[src/rtl/reorder_buffer_pkg.sv]
// Shared types and constants for the reorder buffer, free list and branch stack.
package reorder_buffer_pkg;

   localparam int ROB_SIZE   = 32;
   localparam int ROB_PTR_W  = $clog2(ROB_SIZE);
   localparam int PHYS_REG_W = 6;

   typedef logic [PHYS_REG_W-1:0] phys_reg_t;
   typedef logic [ROB_PTR_W-1:0]  rob_ptr_t;
   // One extra bit so an occupancy of exactly ROB_SIZE is representable.
   typedef logic [ROB_PTR_W:0]    rob_cnt_t;

   localparam phys_reg_t PHYS_ZERO_REG = '0;
   localparam rob_cnt_t  ROB_FULL_CNT  = rob_cnt_t'(ROB_SIZE);

   // Retire count encoding doubles as the numeric count.
   typedef enum logic [1:0] {
      RET_NONE = 2'b00,
      RET_ONE  = 2'b01,
      RET_TWO  = 2'b10
   } ret_cnt_e;

   typedef struct packed {
      phys_reg_t tag;
      phys_reg_t tag_old;
      logic      done;
   } rob_entry_t;

   localparam rob_entry_t ENTRY_RESET = '{tag: PHYS_ZERO_REG, tag_old: PHYS_ZERO_REG, done: 1'b0};

   // In-order retire selection: the second slot may only retire behind the first.
   function automatic ret_cnt_e rob_retire_sel(input rob_cnt_t count,
                                               input logic     done_head,
                                               input logic     done_next);
      logic r0;
      logic r1;
      r0 = (count != '0) && done_head;
      r1 = r0 && (count >= rob_cnt_t'(2)) && done_next;
      if (r1)      return RET_TWO;
      else if (r0) return RET_ONE;
      else         return RET_NONE;
   endfunction

endpackage

[src/rtl/reorder_buffer.sv]
// 2-way dispatch / 2-way in-order retire reorder buffer with mispredict tail rollback.
module reorder_buffer
   import reorder_buffer_pkg::*;
(
   input  logic                  clk,
   input  logic                  reset,
   input  logic      [1:0]       haz_nDispatched,
   input  phys_reg_t [1:0]       disp_tag,
   input  phys_reg_t [1:0]       disp_tagOld,
   input  logic      [1:0]       cdb_valid,
   input  rob_ptr_t  [1:0]       cdb_robIdx,
   input  logic                  br_pred_wrong,
   input  rob_ptr_t              bs_recov_rob_tail,
   output rob_ptr_t  [1:0]       rob_dispIdx,
   output rob_ptr_t              rob_tail,
   output rob_cnt_t              rob_availableSlots,
   output phys_reg_t [1:0]       rob_retireTag,
   output phys_reg_t [1:0]       rob_retireTagOld,
   output logic      [1:0]       rob_nRetired
);

   rob_entry_t entries_q [ROB_SIZE];
   rob_entry_t entries_d [ROB_SIZE];
   rob_ptr_t   head_q, head_d;
   rob_ptr_t   tail_q, tail_d;
   rob_cnt_t   count_q, count_d;

   ret_cnt_e   ret_sel;
   logic [1:0] n_ret;
   rob_ptr_t   head_p1;
   rob_ptr_t   recov_span;

   // Retire selection and retire-port data, straight from registered state.
   always_comb begin
      head_p1             = head_q + rob_ptr_t'(1);
      ret_sel             = rob_retire_sel(count_q, entries_q[head_q].done, entries_q[head_p1].done);
      n_ret               = ret_sel;
      rob_nRetired        = n_ret;
      rob_retireTag[0]    = entries_q[head_q].tag;
      rob_retireTag[1]    = entries_q[head_p1].tag;
      rob_retireTagOld[0] = entries_q[head_q].tag_old;
      rob_retireTagOld[1] = entries_q[head_p1].tag_old;
      rob_dispIdx[0]      = tail_q;
      rob_dispIdx[1]      = tail_q + rob_ptr_t'(1);
      rob_tail            = tail_q;
      rob_availableSlots  = ROB_FULL_CNT - count_q;
   end

   // Pointer and occupancy update, including mispredict rollback of the tail.
   always_comb begin
      head_d     = head_q + rob_ptr_t'(n_ret);
      recov_span = bs_recov_rob_tail - head_d;
      if (br_pred_wrong) begin
         tail_d  = bs_recov_rob_tail;
         // Branch is still resident, so a zero span can only mean a full buffer.
         count_d = (recov_span == '0) ? ROB_FULL_CNT : {1'b0, recov_span};
      end else begin
         tail_d  = tail_q + rob_ptr_t'(haz_nDispatched);
         count_d = count_q + rob_cnt_t'(haz_nDispatched) - rob_cnt_t'(n_ret);
      end
   end

   // Entry array update: CDB sets done, then allocation overwrites (and clears done).
   always_comb begin
      // NOTE: combinational blocks take a full default copy first and use blocking
      // assignments, so every element has a value on every path and no latch forms.
      entries_d = entries_q;
      for (int l = 0; l < 2; l++) begin
         if (cdb_valid[l]) entries_d[cdb_robIdx[l]].done = 1'b1;
      end
      if (!br_pred_wrong) begin
         for (int s = 0; s < 2; s++) begin
            if (2'(s) < haz_nDispatched) begin
               entries_d[tail_q + rob_ptr_t'(s)] = '{tag: disp_tag[s], tag_old: disp_tagOld[s], done: 1'b0};
            end
         end
      end
   end

   // State registers with asynchronous active-low reset.
   always_ff @(posedge clk or negedge reset) begin
      if (!reset) begin
         head_q  <= '0;
         tail_q  <= '0;
         count_q <= '0;
         // NOTE: the entry array is reset because the retire ports always drive
         // entry contents and must read as zero after reset.
         for (int i = 0; i < ROB_SIZE; i++) entries_q[i] <= ENTRY_RESET;
      end else begin
         head_q  <= head_d;
         tail_q  <= tail_d;
         count_q <= count_d;
         for (int i = 0; i < ROB_SIZE; i++) entries_q[i] <= entries_d[i];
      end
   end

   // Hazard unit must never over-dispatch.
   a_disp_legal : assert property (@(posedge clk) disable iff (!reset)
      !br_pred_wrong |-> (haz_nDispatched != 2'b11) &&
                         (rob_cnt_t'(haz_nDispatched) <= rob_availableSlots));

endmodule

[config.mk]
export PLATFORM = sky130hd
export DESIGN_NAME = reorder_buffer
export DESIGN_NICKNAME = d
export VERILOG_FILES = /design/src/rtl/reorder_buffer_pkg.sv /design/src/rtl/reorder_buffer.sv
export SDC_FILE = /design/constraint.sdc
export NUM_CORES = 1
export LEC_CHECK = 0
export BUFFER_PORTS_ARGS = -buffer_cell sky130_fd_sc_hd__buf_2
export CAP_MARGIN = 5
export CORE_MARGIN = 2
export CORE_UTILIZATION = 32
export DETAILED_ROUTE_END_ITERATION = 6
export GPL_TIMING_DRIVEN = 0
export MAX_ROUTING_LAYER = met4
export PLACE_DENSITY = 0.55
export SLEW_MARGIN = 40
export SYNTH_ARGS = -nofsm -noshare
export SYNTH_HDL_FRONTEND = slang
export SYNTH_SLANG_ARGS = --single-unit
[constraint.sdc]
create_clock -name clk -period 13.2 [get_ports clk]
set_input_delay 1.98 -clock clk [delete_from_list [all_inputs] [get_ports clk]]
set_output_delay 1.98 -clock clk [all_outputs]
set_load 0.02 [all_outputs]
==> results.toml, run 1 <==
[final_layout]
drive_above_1_share_pct = 26.6
final_common_cell = "dfrtp_1"
fillers = 8130
post-route-util_pct = 36.8
final_nets = 2502
fin_area_sq_um = 30700
layout_common_cells = "dfrtp_1 (432), o22a_1 (336), mux4_2 (257)"
syn2layout_area_growth_pct = 13.9

[worst_setup_path]
crit_path_start_kind = "flip-flop"
path_class = "flip-flop to output port"
cpPeakStageDelay_ns = 0.65
reg2regPathDepth = 19
r2r_end = "count_q[5]$_DFF_PN0_"
crit_path_cell_trace = "ha_1, buf_2, buf_6, buf_2, buf_2, mux4_2, mux4_2, nand2_1, nand2_1, buf_2"
rr_startpoint = "head_q[0]$_DFF_PN0_"
cp-end-kind = "output port"
worstPathMaxFanout = 10
cp.arrival_ns = 4.39
cp_common_cell = "buf_2"
critPathBufInv = 5
cp_top_family = "buffers and inverters"
rrSetupSlack_ns = 8.00
critical_path_required_ns = 11.22
cp_slowest_cell = "buf_2"

[die]
design.core.area_sq_um = 83600
pin_count = 93
die_x_um = 294
initial_utilization_pct = 32.3
rows = 106
die_area_sq_um = 86700
die_h_um = 294

[detailed_routing]
drc = 0
wirelength_um = 140000
initialDrtViolationCount = 4146
wl_met2_um = 60100
highest_layer = "met4"
wl_met1_um = 55500
drt_pre_antenna_iters = 6
routedWlPerCell_um = 39.4
ant_nets = 0
vias_per_cell = 7.00
vias = 24900
route.met3.wl_um = 16200

[clock_network]
cts_hold_buf = 0
htreeDepth = 2
cts_tree = "yes"
path_clk_slew_ns = 0.06
root_buffer = "clkbuf_16"
clockBufferDepth = 3
post_cts_buffers = 0
cts_made_buffers = 53
clock_latency_ns = 0.65
cts_sinks = 432
cts_resized = 0

[status]
outcome = "complete, no violations"

[sta]
setup_tns_ns = 0
grt_setup_unrepaired = "no"
setup_viol = 0
finalHoldViolCount = 0
max_freq_ghz = 0.157
slew_viol_final = 0
worstMarginPinSlew_ns = 1.05
fin_crit_sh_pct = 48.3
period_needed_ns = 6.37
relSlewSlack_pct = 30.3
fin_skew_ns = 0.0248

[logic_synthesis]
synthDistinctLibCells = 60
synth_area_sq_um = 27000
ys_seq_area_share_pct = 40.1
yosysTopAreaCell = "dfrtp_1"
async_reset_ff_share_pct = 100
syn_avg_cell_area_sq_um = 11.8
netlist_top_cells_area = "dfrtp_1 (40%), mux4_2 (21%), o22a_1 (11%)"
synthFlopType = "dfrtp_1"
synth_top_cell_area_share_pct = 40.1
ys_ff_latch = 432
ys_warn_count = 0
synth-edff-count = 0
syn-num-nets = 2359
syn_inst = 2283

[global_route]
grt_use_total_pct = 32.9
grt_max_degree = 71
grt-ovfl-total = 0
grt_pass1_vias = 23600
grt_pass1_wl_um = 192000
antenna_found_initial = 4

[worst_hold_path]
hp-class = "flip-flop to flip-flop"
worstHoldStart = "entries_q[16]$_DFFE_PN0N_"
whs_endpoint = "entries_q[16]$_DFFE_PN0N_"
whs_path_depth = 2

[placement]
gp_congestion = 1.03
portBuffers = 80
dp_hpwl_um = 105000
placed_area_sq_um = 29000

[flow_run]
drv_cap = 0

[power_and_ir_drop]
leakagePower_nw = 11.5
ir_drop_mv = 0.211
power_density_nw_per_um2 = 324
-- layer usage --
layer  global-route usage [%]  up-vias
met5                        -        -
met2                     47.2     2058
met4                     15.6        0
li1                         -     9377
met1                     43.4    13000
met3                     8.64      386
-- tightest hold or removal path, stage by stage (launching register included) --
cell	delay, ns
dfrtp_1	0.36
nand2_1	0.06
o221ai_1	0.06
-- sequential cells by signal, summed over array words and instances (netlist names) --
signal     flops
count_q        6
entries_q    416
head_q         5
rob_tail       5
-- how the worst max path moves through the flow --
stage                                   start                   endpoint  slack [ns]  cells after the start
after global routing      head_q[0]$_DFF_PN0_        rob_retireTagOld[7]        6.75                     10
final                     head_q[0]$_DFF_PN0_        rob_retireTagOld[7]        6.83                     10
after global placement                  reset  entries_q[95]$_DFFE_PN0N_        0.90                      1
after CTS                 head_q[0]$_DFF_PN0_        rob_retireTagOld[7]        6.86                     10
after floorplan           head_q[0]$_DFF_PN0_            rob_nRetired[0]        8.63                      7
after detailed placement  head_q[0]$_DFF_PN0_        rob_retireTagOld[7]        7.55                     10
-- area by class of cell --
class,count,area (sq um),share of cell area [%]
timing repair buffer,88,611,1.99
multi-input combinational,1544,14900,48.4
inverter,34,128,0.415
clock inverter,14,158,0.513
buffer,273,1250,4.07
antenna,5,12.5,0.0407
tap,1080,1350,4.40
sequential,432,10800,35.2
clock buffer,79,1540,5.02
-- cell families after synthesis --
logic type      share of synthesized area, %
compound gates                          22.2
xor+xnor                               0.802
fa+ha+maj                               1.53
buf+inv                                 4.96
flops                                   40.1
mux                                     22.3
simple gates                            8.16
-- through the flow --
step           setup WS (ns)  instances  hold WS [ns]  power [mW]
6_report                6.83       3549         0.518        9.97
5_1_grt                 6.75       3547         0.541        10.3
4_1_cts                 6.86       3544         0.514        9.81
3_5_place_dp            7.55       3451         0.496        8.32
3_3_place_gp           0.904       3443         0.495        8.22
2_1_floorplan           8.63       2283         0.467        6.12
-- Yosys cell counts, types with 4 or more instances --
master / number
o211ai_1: 7
buf_2: 89
xnor2_1: 15
a221o_1: 48
mux2i_1: 7
a221oi_1: 47
a21oi_1: 53
and2_1: 8
o22a_1: 336
nor2_1: 195
dfrtp_1: 432
xor2_1: 6
nand3b_1: 12
buf_6: 5
o221ai_1: 48
nor3_1: 11
mux2_2: 14
nand2b_1: 28
o21a_1: 12
or2_2: 7
buf_1: 30
o2111ai_1: 4
o21ba_2: 4
a21o_1: 8
nand2_1: 192
nor2b_1: 16
buf_4: 9
fa_1: 5
clkbuf_1: 138
or3b_2: 7
nand3_1: 18
ha_1: 25
o21ai_0: 14
mux4_2: 257
o221a_2: 48
o22ai_1: 33
o2bb2ai_1: 16
inv_1: 33
a211oi_1: 6
o32ai_1: 9
-- where the power goes --
group	switching, mW	leakage, nW	internal (mW)
sequential	0.587	5.18	1.98
combinational	3.24	5.47	2.67
clock	0.646	0.843	0.846
Power figures use the tool's default switching activity.
==> run 2, diff against run 1 <==
Settings changed: ABC_AREA set to 1, PLACE_DENSITY 0.55 to 0.56.
Clock period 13.2 ns to 5.8 ns, I/O delays scaled along.
==> results.toml, run 2 <==
[status]
outcome = "complete, but fails checks"
violations = "design-rule violations, negative setup slack"

[detailed_routing]
wirelength_um = 253000
ant_nets = 0
drt_pre_antenna_iters = 7
routedWlPerCell_um = 35.3
vias = 43900
drc = 3
initialDrtViolationCount = 8233
vias_per_cell = 6.12

[clock_network]
path_clk_slew_ns = 0.06
cts_tree = "yes"
cts_made_buffers = 58
htreeDepth = 2
clockBufferDepth = 3
post_cts_buffers = 0
root_buffer = "clkbuf_16"
clock_latency_ns = 0.72
cts_hold_buf = 0
cts_sinks = 432

[final_layout]
final_nets = 5800
syn2layout_area_growth_pct = 15.3
layout_common_cells = "nand2_1 (1,831), o21ai_0 (806), nand3_1 (660)"
largestRegisters = "entries_q (416), count_q (6)"
regMostFlops = "entries_q"
final_cell_count_no_fill = 7176
drive_above_1_share_pct = 8.84
largest_reg_flops = 416
final_common_cell = "nand2_1"

[logic_synthesis]
netlist_top_cells_area = "dfrtp_1 (32%), nand2_1 (20%), o21ai_0 (12%)"
synth_area_sq_um = 33600
synth_top_cell_area_share_pct = 32.2
ys_seq_area_share_pct = 32.2
syn_inst = 5542
syn_avg_cell_area_sq_um = 6.05
ys_ff_latch = 432
synthFlopType = "dfrtp_1"
yosysTopAreaCell = "dfrtp_1"
async_reset_ff_share_pct = 100
ys_top_cells_by_count = "nand2_1 (1,831), o21ai_0 (806), nand3_1 (660)"
synth-edff-count = 0
synthDistinctLibCells = 37
syn-num-nets = 5618
yosysMostFrequentCell = "nand2_1"
ys_warn_count = 0

[placement]
dp_cells = 7044
pre_cts_ws_ns = 0.183
gp_congestion = 1.13
dp_hpwl_um = 190000
portBuffers = 91

[die]
die_x_um = 328
die_area_sq_um = 107000
rows = 118
initial_utilization_pct = 32.3
pin_count = 93
die_h_um = 328
design.core.area_sq_um = 104000

[global_route]
grt-ovfl-total = 0
grt-busiest-layer = "met2"
grt_pass1_wl_um = 337000
grt_use_total_pct = 47.2
grt_use_met1_pct = 61.1
use_met3_pct = 17.6
antenna_found_initial = 38
grt_max_degree = 67
use_met2_pct = 62.0
grt_pass1_vias = 39600

[sta]
max_freq_ghz = 0.168
fin_crit_sh_pct = 103
finalHoldViolCount = 0
setup_viol = 4
worstMarginPinSlew_ns = 1.03
period_needed_ns = 5.95
grt_setup_unrepaired = "no"
fin_ws_ns = -0.152
slew_viol_final = 0
fin_skew_ns = 0.0369
timing.hold.ws_ns = 0.0414
relSlewSlack_pct = 30.8

[power_and_ir_drop]
ir_drop_mv = 0.370
power_density_nw_per_um2 = 679
power_mw = 26.3
leakagePower_nw = 20.1

[worst_setup_path]
cp_slowest_cell = "clkbuf_1"
cp.arrival_ns = 5.08
critical_path_required_ns = 4.93
path_class = "flip-flop to output port"
cp-end-kind = "output port"
cpPeakStageDelay_ns = 0.71
crit_path_start_kind = "flip-flop"
worstPathMaxFanout = 10
crit_path_cell_trace = "ha_1, clkbuf_1, clkbuf_1, clkbuf_1, a21oi_1, o21ai_0, nand3_1, nand3_1, nand3_1, o21a_1, buf_2"

[flow_run]
drv_cap = 0

[worst_hold_path]
hp-class = "input port to async pin"
## run 2: changes by cell type after synthesis, sizes merged, moves of 32 or more
cell,previous run,this run
a21oi,55,387
a221o,48,0
clkbuf,140,349
inv,33,480
mux4,257,0
nand2,192,1836
nand3,18,662
nor2,196,157
o21ai,14,923
o221a,48,0
o221ai,48,0
o22a,336,0
o22ai,33,1
## run 2: path summary, 6_finish.rpt
| check | from | endpoint | slack, ns | cells after the start |
|---|---|---|---|---|
| setup reg to reg | head_q[1]$_DFF_PN0_ | count_q[5]$_DFF_PN0_ | 0.26 | 23 |
| hold / removal | reset | rob_tail[2]$_DFF_PN0_ | 0.04 | 1 |
| min in group clk | bs_recov_rob_tail[1] | rob_tail[1]$_DFF_PN0_ | 0.44 | 3 |
| hold reg to reg | entries_q[69]$_DFFE_PN0N_ | entries_q[69]$_DFFE_PN0N_ | 0.48 | 2 |
| setup / recovery | head_q[1]$_DFF_PN0_ | rob_retireTag[8] | -0.15 | 11 |
| max in group asynchronous | reset | entries_q[38]$_DFFE_PN0N_ | 4.34 | 4 |
## run 2: kinds of logic after synthesis
kind of cell	share of synthesized area, %
AND/OR/NAND/NOR	33.1
AO/OA/AOI/OAI	21.9
buffers and inverters	11.0
flip-flops	32.2
adder cells (fa/ha/maj)	1.23
XOR/XNOR	0.392
multiplexers	0.209
## run 2: repair_timing
action | in CTS | in global routing
setup endpoints to repair | 1 | 8
hold endpoints to repair | 0 | 0
resized for setup | 1 | 8
## run 2: power breakdown
part	switching (mW)	internal, mW	leakage (nW)
clock	1.66	2.23	0.958
combinational	13.3	4.04	13.6
sequential	1.05	3.98	5.55
total	16.0	10.3	20.1
## run 2: area by class of cell
type | instances | area, sq um
repair buffers | 122 | 1070
clock inverters | 18 | 209
clock buffers | 87 | 1740
diodes | 27 | 67.6
flip-flops and latches | 432 | 10800
plain buffers | 464 | 2090
multi-input cells | 4165 | 19200
fillers | 11700 | 65100
well taps | 1380 | 1730
inverters | 481 | 1810
## run 2: per-layer routing
layer  wire (um)  up-vias
met5           0        -
met4       17200        0
met3       37100      714
met2       97900     3502
met1      101000    21200
li1            -    18500
## run 2: through the flow
step	area (sq um)	util (%)	TNS, ns
floorplan	33600	-	0
global placement	35700	34.4	-2664.81
detailed placement	36600	35.3	0
CTS	38600	37.2	0
global route	38700	37.3	0
finish	38700	37.3	-0.282
## run 2: worst max-delay path: cells and delay by family (launching register included)
kind | cells | cell delay (ns)
AND/OR/NAND/NOR | 3 | 0.77
buffers and inverters | 4 | 2.01
adder cells (fa/ha/maj) | 1 | 0.39
flip-flops | 1 | 0.59
AO/OA/AOI/OAI | 3 | 0.61
